[src/rtl/up_down_mod_counter_pkg.sv]
// Shared encodings and helpers for the up/down modulo counter family.
// Mode and direction codes are also exported as macros for non-SV users.
`ifndef COUNTER_DEFS_VH
`define COUNTER_DEFS_VH
`define CNT_MODE_WRAP 1'b0
`define CNT_MODE_SAT  1'b1
`define CNT_DIR_UP    1'b1
`define CNT_DIR_DOWN  1'b0
`endif

package up_down_mod_counter_pkg;

    typedef enum logic {
        CNT_DIR_DOWN = 1'b0,
        CNT_DIR_UP   = 1'b1
    } cnt_dir_e;

    typedef enum logic {
        CNT_MODE_WRAP = 1'b0,
        CNT_MODE_SAT  = 1'b1
    } cnt_mode_e;

    function automatic bit modulus_ok(int width, longint modulus);
        return (width >= 1) && (modulus >= 2) &&
               (modulus <= (longint'(1) << width));
    endfunction

endpackage

[src/rtl/mod_counter_next.sv]
// Combinational next-count and flag calculator for up_down_mod_counter.
// Math is carried in WIDTH+1 bits so a full 2^WIDTH modulus wraps cleanly.
module mod_counter_next
    import up_down_mod_counter_pkg::*;
#(
    parameter int WIDTH    = 4,
    parameter int MODULUS  = 16,
    parameter bit SATURATE = `CNT_MODE_WRAP
) (
    input  logic [WIDTH-1:0] count,
    input  logic             en,
    input  logic             up,
    input  logic             load,
    input  logic [WIDTH-1:0] load_val,
    output logic [WIDTH-1:0] next_count,
    output logic             next_wrap,
    output logic             ovf_event,
    output logic             tc
);

    localparam logic [WIDTH:0] MAX = (WIDTH+1)'(MODULUS - 1);

    logic [WIDTH:0] cnt_ext;
    logic [WIDTH:0] lv_ext;
    logic           at_max;
    logic           at_zero;
    logic           cnt_up;
    logic           cnt_dn;

    assign cnt_ext = {1'b0, count};
    assign lv_ext  = {1'b0, load_val};
    assign at_max  = (cnt_ext == MAX);
    assign at_zero = (cnt_ext == '0);
    assign cnt_up  = !load && en && (up == `CNT_DIR_UP);
    assign cnt_dn  = !load && en && (up == `CNT_DIR_DOWN);

    assign tc = !load && en && (up ? at_max : at_zero);

    always_comb begin
        next_count = count;
        next_wrap  = 1'b0;
        ovf_event  = 1'b0;
        unique case (1'b1)
            load: begin
                if (lv_ext > MAX) next_count = WIDTH'(MAX);
                else              next_count = load_val;
            end
            cnt_up: begin
                if (!at_max) begin
                    next_count = WIDTH'(cnt_ext + 1'b1);
                end else begin
                    ovf_event = 1'b1;
                    if (SATURATE == `CNT_MODE_WRAP) begin
                        next_count = '0;
                        next_wrap  = 1'b1;
                    end
                end
            end
            cnt_dn: begin
                if (!at_zero) begin
                    next_count = WIDTH'(cnt_ext - 1'b1);
                end else begin
                    ovf_event = 1'b1;
                    if (SATURATE == `CNT_MODE_WRAP) begin
                        next_count = WIDTH'(MAX);
                        next_wrap  = 1'b1;
                    end
                end
            end
            default: ;
        endcase
    end

endmodule

[src/rtl/up_down_mod_counter.sv]
// Parametrised up/down modulo counter with load, saturate mode, tc look-ahead,
// wrap pulse and sticky overflow flag. Only the registers live here.
module up_down_mod_counter
    import up_down_mod_counter_pkg::*;
#(
    parameter int WIDTH    = 4,
    parameter int MODULUS  = 16,
    parameter bit SATURATE = `CNT_MODE_WRAP
) (
    input  logic             clk,
    input  logic             rst_n,
    input  logic             en,
    input  logic             up,
    input  logic             load,
    input  logic [WIDTH-1:0] load_val,
    input  logic             clr_ovf,
    output logic [WIDTH-1:0] count,
    output logic             tc,
    output logic             wrap,
    output logic             ovf
);

    if (!modulus_ok(WIDTH, longint'(MODULUS))) begin : g_param_chk
        $error("up_down_mod_counter: need WIDTH>=1, 2<=MODULUS<=2^WIDTH");
    end

    logic [WIDTH-1:0] count_q, count_d;
    logic             wrap_q, wrap_d;
    logic             ovf_q, ovf_d;

    logic [WIDTH-1:0] next_count;
    logic             next_wrap;
    logic             ovf_event;
    logic             tc_raw;

    mod_counter_next #(
        .WIDTH    (WIDTH),
        .MODULUS  (MODULUS),
        .SATURATE (SATURATE)
    ) u_next (
        .count      (count_q),
        .en         (en),
        .up         (up),
        .load       (load),
        .load_val   (load_val),
        .next_count (next_count),
        .next_wrap  (next_wrap),
        .ovf_event  (ovf_event),
        .tc         (tc_raw)
    );

    // A fresh overflow beats a simultaneous clear.
    always_comb begin
        count_d = next_count;
        wrap_d  = next_wrap;
        ovf_d   = ovf_event | (ovf_q & ~clr_ovf);
        if (!rst_n) begin
            count_d = '0;
            wrap_d  = 1'b0;
            ovf_d   = 1'b0;
        end
    end

    always_ff @(posedge clk) begin
        count_q <= count_d;
        wrap_q  <= wrap_d;
        ovf_q   <= ovf_d;
    end

    assign count = count_q;
    assign wrap  = wrap_q;
    assign ovf   = ovf_q;
    assign tc    = tc_raw & rst_n;

endmodule

[config.mk]
export PLATFORM = sky130hd
export DESIGN_NAME = up_down_mod_counter
export DESIGN_NICKNAME = d
export VERILOG_FILES = /design/src/rtl/up_down_mod_counter_pkg.sv /design/src/rtl/mod_counter_next.sv /design/src/rtl/up_down_mod_counter.sv
export SDC_FILE = /design/constraint.sdc
export NUM_CORES = 1
export LEC_CHECK = 0
export ABC_AREA = 0
export CORE_AREA = 2 2 39 41
export DETAILED_ROUTE_END_ITERATION = 12
export DIE_AREA = 0 0 41 43
export PLACE_DENSITY = 0.64
export SETUP_SLACK_MARGIN = 0.15
export SLEW_MARGIN = 20
export SYNTH_ARGS = -nofsm -noshare
export SYNTH_HDL_FRONTEND = slang
export SYNTH_SLANG_ARGS = --single-unit
[constraint.sdc]
create_clock -name clk -period 1.9 [get_ports clk]
set_input_delay 0.19 -clock clk [delete_from_list [all_inputs] [get_ports clk]]
set_output_delay 0.19 -clock clk [all_outputs]
set_load 0.005 [all_outputs]
==> results of run 1 <==
[worst paths after layout]
check,cells past startpoint,endpoint,slack [ps]
worst max-delay path,7,tc,40
worst min register to register,2,ovf,580
worst min-delay path,3,count[1],480
worst max register to register,8,ovf,320
[layout make-up]
| type | count | area (um2) |
|---|---|---|
| inverters | 4 | 15.0 |
| multi-input cells | 38 | 280 |
| well taps | 16 | 20.0 |
| clock buffers | 3 | 22.5 |
| fillers | 136 | 686 |
| repair buffers | 27 | 238 |
| flip-flops and latches | 6 | 123 |
[through the flow]
stage          worst slack, ps  total power, W  instance area (um2)  instances
2_1_floorplan              239        0.000205                  418         51
3_3_place_gp              -239        0.000262                  634         88
3_5_place_dp              -254        0.000264                  634         88
4_1_cts                   35.4        0.000400                  688         94
5_1_grt                  -43.6        0.000432                  698         94
6_report                  41.5        0.000397                  698         94
[registers in the layout, summed over array words and instances, names as in the netlist]
signal,cells
ovf,1
wrap,1
count,4
[power groups by stage]
stage                     clock network [W]   logic, W  registers (W)
final                              0.000122   0.000131       0.000143
after global placement                    0   0.000118       0.000144
after detailed placement                  0   0.000120       0.000144
after global routing               0.000143   0.000145       0.000145
after floorplan                           0  0.0000593       0.000146
after CTS                          0.000129   0.000129       0.000143
[worst register-to-register path, stage by stage, from the launching register on]
cell and delay [ps]:
dfxtp_2 310, buf_4 160, ha_1 210, nand4_1 110, o21ai_2 70, and3_4 190, buf_4 120, buf_4 120
o21a_1 170
[cells in the final DEF (no fill, tap or decap), drive strengths merged, types with 3 or more instances in the layout]
cell | netlist | routed
clkdlybuf4s50 | 0 | 15
buf | 2 | 12
dfxtp | 6 | 6
nand2 | 5 | 5
a21oi | 5 | 5
o21ai | 4 | 4
inv | 4 | 4
clkbuf | 1 | 3
[logic make-up after synthesis]
kind of cell / share of synthesized area, %
buffers and inverters: 9.28
xor gates and xnor gates: 4.19
DFF: 28.7
adders and majority gates: 5.99
AOI/OAI and AO/OA: 26.6
muxes: 5.09
and+or+nand+nor: 20.1
[repair_timing]
| item | in CTS | in global routing |
|---|---|---|
| pin swaps | 4 | 3 |
| buffers inserted | 3 | 0 |
| gates resized for setup | 9 | 3 |
| endpoints found under the setup margin | 1 | 1 |
[layer usage]
| layer | GRT usage [%] | wire (um) | vias up |
|---|---|---|---|
| li1 | - | - | 235 |
| met1 | 19.4 | 448 | 215 |
| met2 | 23.1 | 553 | 12 |
| met3 | 7.85 | 65 | 4 |
| met4 | 8.00 | 28 | 0 |
| met5 | 0 | 0 | - |
==> results.json, run 1 <==
{
  "outcome": "complete, no violations",
  "yosysUniqueCellTypes": 30,
  "whs_ps": 483,
  "drc": 0,
  "grt_max_degree": 10,
  "final_util_pct": 50.5,
  "crit_path_start": "count[0]",
  "min_period_ps": 1860,
  "endpoint_kind": "output port",
  "internal-power_w": 0.000287,
  "synth_flop_cell": "dfxtp_1",
  "pwr-share-comb_pct": 33.1,
  "vias_per_cell": 4.96,
  "clk_pin_slew_ps": 40,
  "fin_skew_ps": 6.81,
  "cp_data_arrival_time_ps": 1670,
  "async_flop_share_pct": 0,
  "yosysTopAreaCell": "dfxtp_1",
  "startpoint_type": "flip-flop",
  "max-slew-margin-rel_pct": 77.5,
  "antenna_left": 0,
  "postCtsHoldBufs": 0,
  "final_nets": 92,
  "grt_usage_pct": 16.2,
  "yosysMostFrequentCell": "dfxtp_1",
  "synth.avg_cell_area_um2": 8.19,
  "p_clk_share_pct": 30.7,
  "wl_um": 1100,
  "start_util_pct": 30.2,
  "cts-buffers-inserted": 3,
  "rsz0062_at_grt": "true",
  "synth_edf_count": 0,
  "cp_max_fo": 2,
  "place.gp.congestion": 0.666,
  "pin_count": 17,
  "maxSlewViolCount": 0,
  "seq_power_share_pct": 36.2,
  "drt_pass1_iterations": 5,
  "cts_tree": "built",
  "synth_top_area_share_pct": 28.7,
  "clkLatencyLatePin_ps": 250,
  "vias": 466,
  "crit_path_max_incr_delay_ps": 380,
  "max_freq_ghz": 0.538,
  "antenna_cells": 0,
  "drive_above_1_share_pct": 34.6,
  "placementRows": 14,
  "core_um2": 1380,
  "seq_area_frac_synth_pct": 28.7,
  "wl_per_cell_um": 11.6,
  "synth_seq_cells": 6,
  "grt_pass1_wl_um": 1870,
  "required_ps": 1710,
  "worstHoldPathType": "in2reg",
  "synth.area.top_cells": "dfxtp_1 29%, ha_1 6.0%, a21oi_1 4.8%, nand2_1 4.5%, xor2_1 4.2%",
  "p_sw_share_pct": 27.8,
  "io_buffers": 16,
  "worstHoldStart": "load_val[1]",
  "setup_tns_ps": 0,
  "peakVddDrop_mv": 0.351,
  "h-tree-depth": 1,
  "cts.sinks": 6,
  "yosys-top-cells-count": "6 x dfxtp_1, 5 x nand2_1, 4 x a21oi_1, 4 x inv_1, 3 x o21ai_0",
  "critPathTopFamily": "simple AND/OR/NAND/NOR gates",
  "cap_violations": 0,
  "worst_pin_slew_ps": 337,
  "crit_type": "reg2out",
  "chipWidth_um": 41,
  "setup_viol": 0,
  "yosys_warnings": 0,
  "hold_violations": 0,
  "switching_power_w": 0.000110,
  "synthToLayoutAreaGrowth_pct": 67.1,
  "reg2reg_from": "count[0]",
  "p_leak_nw": 0.304,
  "cts-root-buf": "clkbuf_4",
  "drt_iter0_drc": 5,
  "grt_pass1_vias": 450,
  "clk_path_buf_depth": 2,
  "grt_overflow_total": 0,
  "dp_hpwl_um": 802,
  "syn-num-nets": 63,
  "crit_buf_inv": 2,
  "die_y_um": 43,
  "crit_slowest_cell": "or3b_4",
  "powerDensity_nw_per_um2": 568,
  "antenna_found_initial": 0,
  "dieArea_um2": 1760,
  "synthCells": 51,
  "period_share_pct": 97.8,
  "syn_area_um2": 418,
  "crit_chain": "inv_2 > ha_4 > or3b_4 > o21ai_2 > and3_4 > and2_1 > buf_2"
}
Note: power is estimated with default switching activity, not from simulation.
==> inputs of run 2 (changes only) <==
Settings changed: ABC_CLOCK_PERIOD_IN_PS from default to 1900, SETUP_SLACK_MARGIN 0.15 to 0.1, SYNTH_HIERARCHICAL from default to 1.
==> results.json, run 2 <==
{
  "outcome": "complete, no violations",
  "placementRows": 14,
  "drive_above_1_share_pct": 23.1,
  "yosys_warnings": 6,
  "cts_tree": "built",
  "grt_overflow_total": 0,
  "rrSetupSlack_ps": 340,
  "antenna_cells": 0,
  "min_period_ps": 1600,
  "chipWidth_um": 41,
  "h-tree-depth": 1,
  "synthToLayoutAreaGrowth_pct": 61.2,
  "final_nets": 92,
  "endpoint_kind": "output port",
  "seq_area_frac_synth_pct": 29.1,
  "critPathTopFamily": "flip-flops",
  "crit_chain": "inv_1 > ha_1 > nor2b_2 > nand2_1 > a21oi_2 > and2_1 > clkbuf_2",
  "drc": 0,
  "clkLatencyLatePin_ps": 240,
  "synthCells": 54,
  "place.gp.congestion": 0.822,
  "clk_pin_slew_ps": 40,
  "cp_max_fo": 7,
  "maxSlewViolCount": 0,
  "synth_top_area_share_pct": 29.1,
  "synth_seq_cells": 6,
  "async_flop_share_pct": 0,
  "cts-buffers-inserted": 3,
  "clk_path_buf_depth": 2,
  "drt_pass1_iterations": 4,
  "antenna_found_initial": 0,
  "syn_area_um2": 413,
  "cts.sinks": 6,
  "drt_iter0_drc": 18,
  "yosysTopAreaCell": "dfxtp_1",
  "die_y_um": 43,
  "max-slew-margin-rel_pct": 82.0,
  "crit_path_max_incr_delay_ps": 360,
  "wl_per_cell_um": 10.9,
  "pin_count": 17,
  "crit_type": "reg2out",
  "setup_viol": 0,
  "yosysUniqueCellTypes": 24,
  "fill_cells": 144,
  "required_ps": 1710,
  "max_freq_ghz": 0.625,
  "core_um2": 1380,
  "final_util_pct": 48.1,
  "setup_tns_ps": 0,
  "synth.area.top_cells": "dfxtp_1 29%, and2_1 11%, nand2_1 6.4%, ha_1 6.1%, o21ai_0 6.1%",
  "grt_usage_pct": 13.8,
  "cp_data_arrival_time_ps": 1410,
  "vias_per_cell": 4.72,
  "fin_skew_ps": 0.226,
  "syn-num-nets": 66,
  "wl_um": 1030,
  "hold_violations": 0,
  "powerDensity_nw_per_um2": 551,
  "grt_max_degree": 9,
  "worstHoldPathType": "reg2reg",
  "startpoint_type": "flip-flop",
  "worst_pin_slew_ps": 266,
  "io_buffers": 16,
  "dp_hpwl_um": 798,
  "layout_commonest_cell": "clkdlybuf4s50_1",
  "period_share_pct": 84.2,
  "dieArea_um2": 1760,
  "final_cell_mix": "15 x clkdlybuf4s50_1, 7 x and2_1, 7 x buf_4, 7 x nand2_1, 5 x o21ai_0",
  "largest_reg_flops": 4,
  "rsz0062_at_grt": "false",
  "cts-root-buf": "clkbuf_4",
  "grt_pass1_vias": 399,
  "vias": 444,
  "yosys-top-cells-count": "7 x and2_1, 7 x nand2_1, 6 x dfxtp_1",
  "synth_edf_count": 0,
  "p_leak_nw": 0.276,
  "synth.avg_cell_area_um2": 7.65,
  "start_util_pct": 29.8,
  "antenna_left": 0,
  "synth_flop_cell": "dfxtp_1",
  "peakVddDrop_mv": 0.354,
  "crit_slowest_cell": "dfxtp_4",
  "cap_violations": 0,
  "grt_pass1_wl_um": 1650,
  "crit_buf_inv": 2
}
## run 2: changes by cell type after synthesis, moves of 2 or more
cell and change:
nor2_1 +3, inv_1 -2, a31oi_1 -2, o21ai_0 +2, nand2_1 +2, and2_1 +5
## run 2: tightest hold or removal path: stages (launching register included)
cell and delay, ps:
dfxtp_1 320, nor2b_4 130, o21a_1 100
## run 2: stage by stage
| step | hold slack (ps) | power, W | area [um2] | std cells | setup WS (ps) |
|---|---|---|---|---|---|
| detailed placement | 561 | 0.000252 | 627 | 90 | 46.5 |
| CTS | 572 | 0.000372 | 656 | 93 | 138 |
| floorplan | 307 | 0.000195 | 413 | 54 | 422 |
| finish | 572 | 0.000367 | 666 | 94 | 301 |
| global route | 611 | 0.000395 | 666 | 94 | 167 |
| global placement | 554 | 0.000251 | 627 | 90 | 59.6 |
## run 2: final cells by class
class / instances / area [um2] / area share, %
inverter: 3 / 11.3 / 1.69
tap: 16 / 20.0 / 3.01
clock buffer: 3 / 22.5 / 3.38
multi-input combinational: 43 / 277 / 41.5
timing repair buffer: 23 / 208 / 31.2
sequential: 6 / 128 / 19.2
## run 2: cells by family after synthesis
logic type	synth area share (%)
AOI/OAI and AO/OA	20.9
buffers and inverters	5.45
muxes	2.42
and+or+nand+nor	31.8
DFF	29.1
adders and majority gates	6.06
xor gates and xnor gates	4.24
## run 2: repair_timing
action	4_1_cts	5_1_grt
resized for setup	6	4
setup buffers	0	1
hold endpoints to repair	0	0
setup endpoints to repair	1	1
pin swaps	0	1
hold buffers	0	0
## run 2: worst paths after layout
path / startpoint / end / cells after the start
setup / recovery: count[1] / tc / 7
hold / removal: ovf / ovf / 2
hold reg to reg: ovf / ovf / 2
setup reg to reg: count[0] / count[2] / 7
## run 2: power by group
group          switching, W  internal, W
clock network     0.0000418    0.0000712
logic             0.0000424    0.0000658
registers         0.0000120     0.000134
## run 2: metal layers
metal	vias to the layer above	track usage, %	part of all wire (%)
met5	-	0	0
met4	0	8.00	0
met3	0	1.57	4.1
met2	9	19.7	47
met1	198	19.1	49
li1	237	-	-
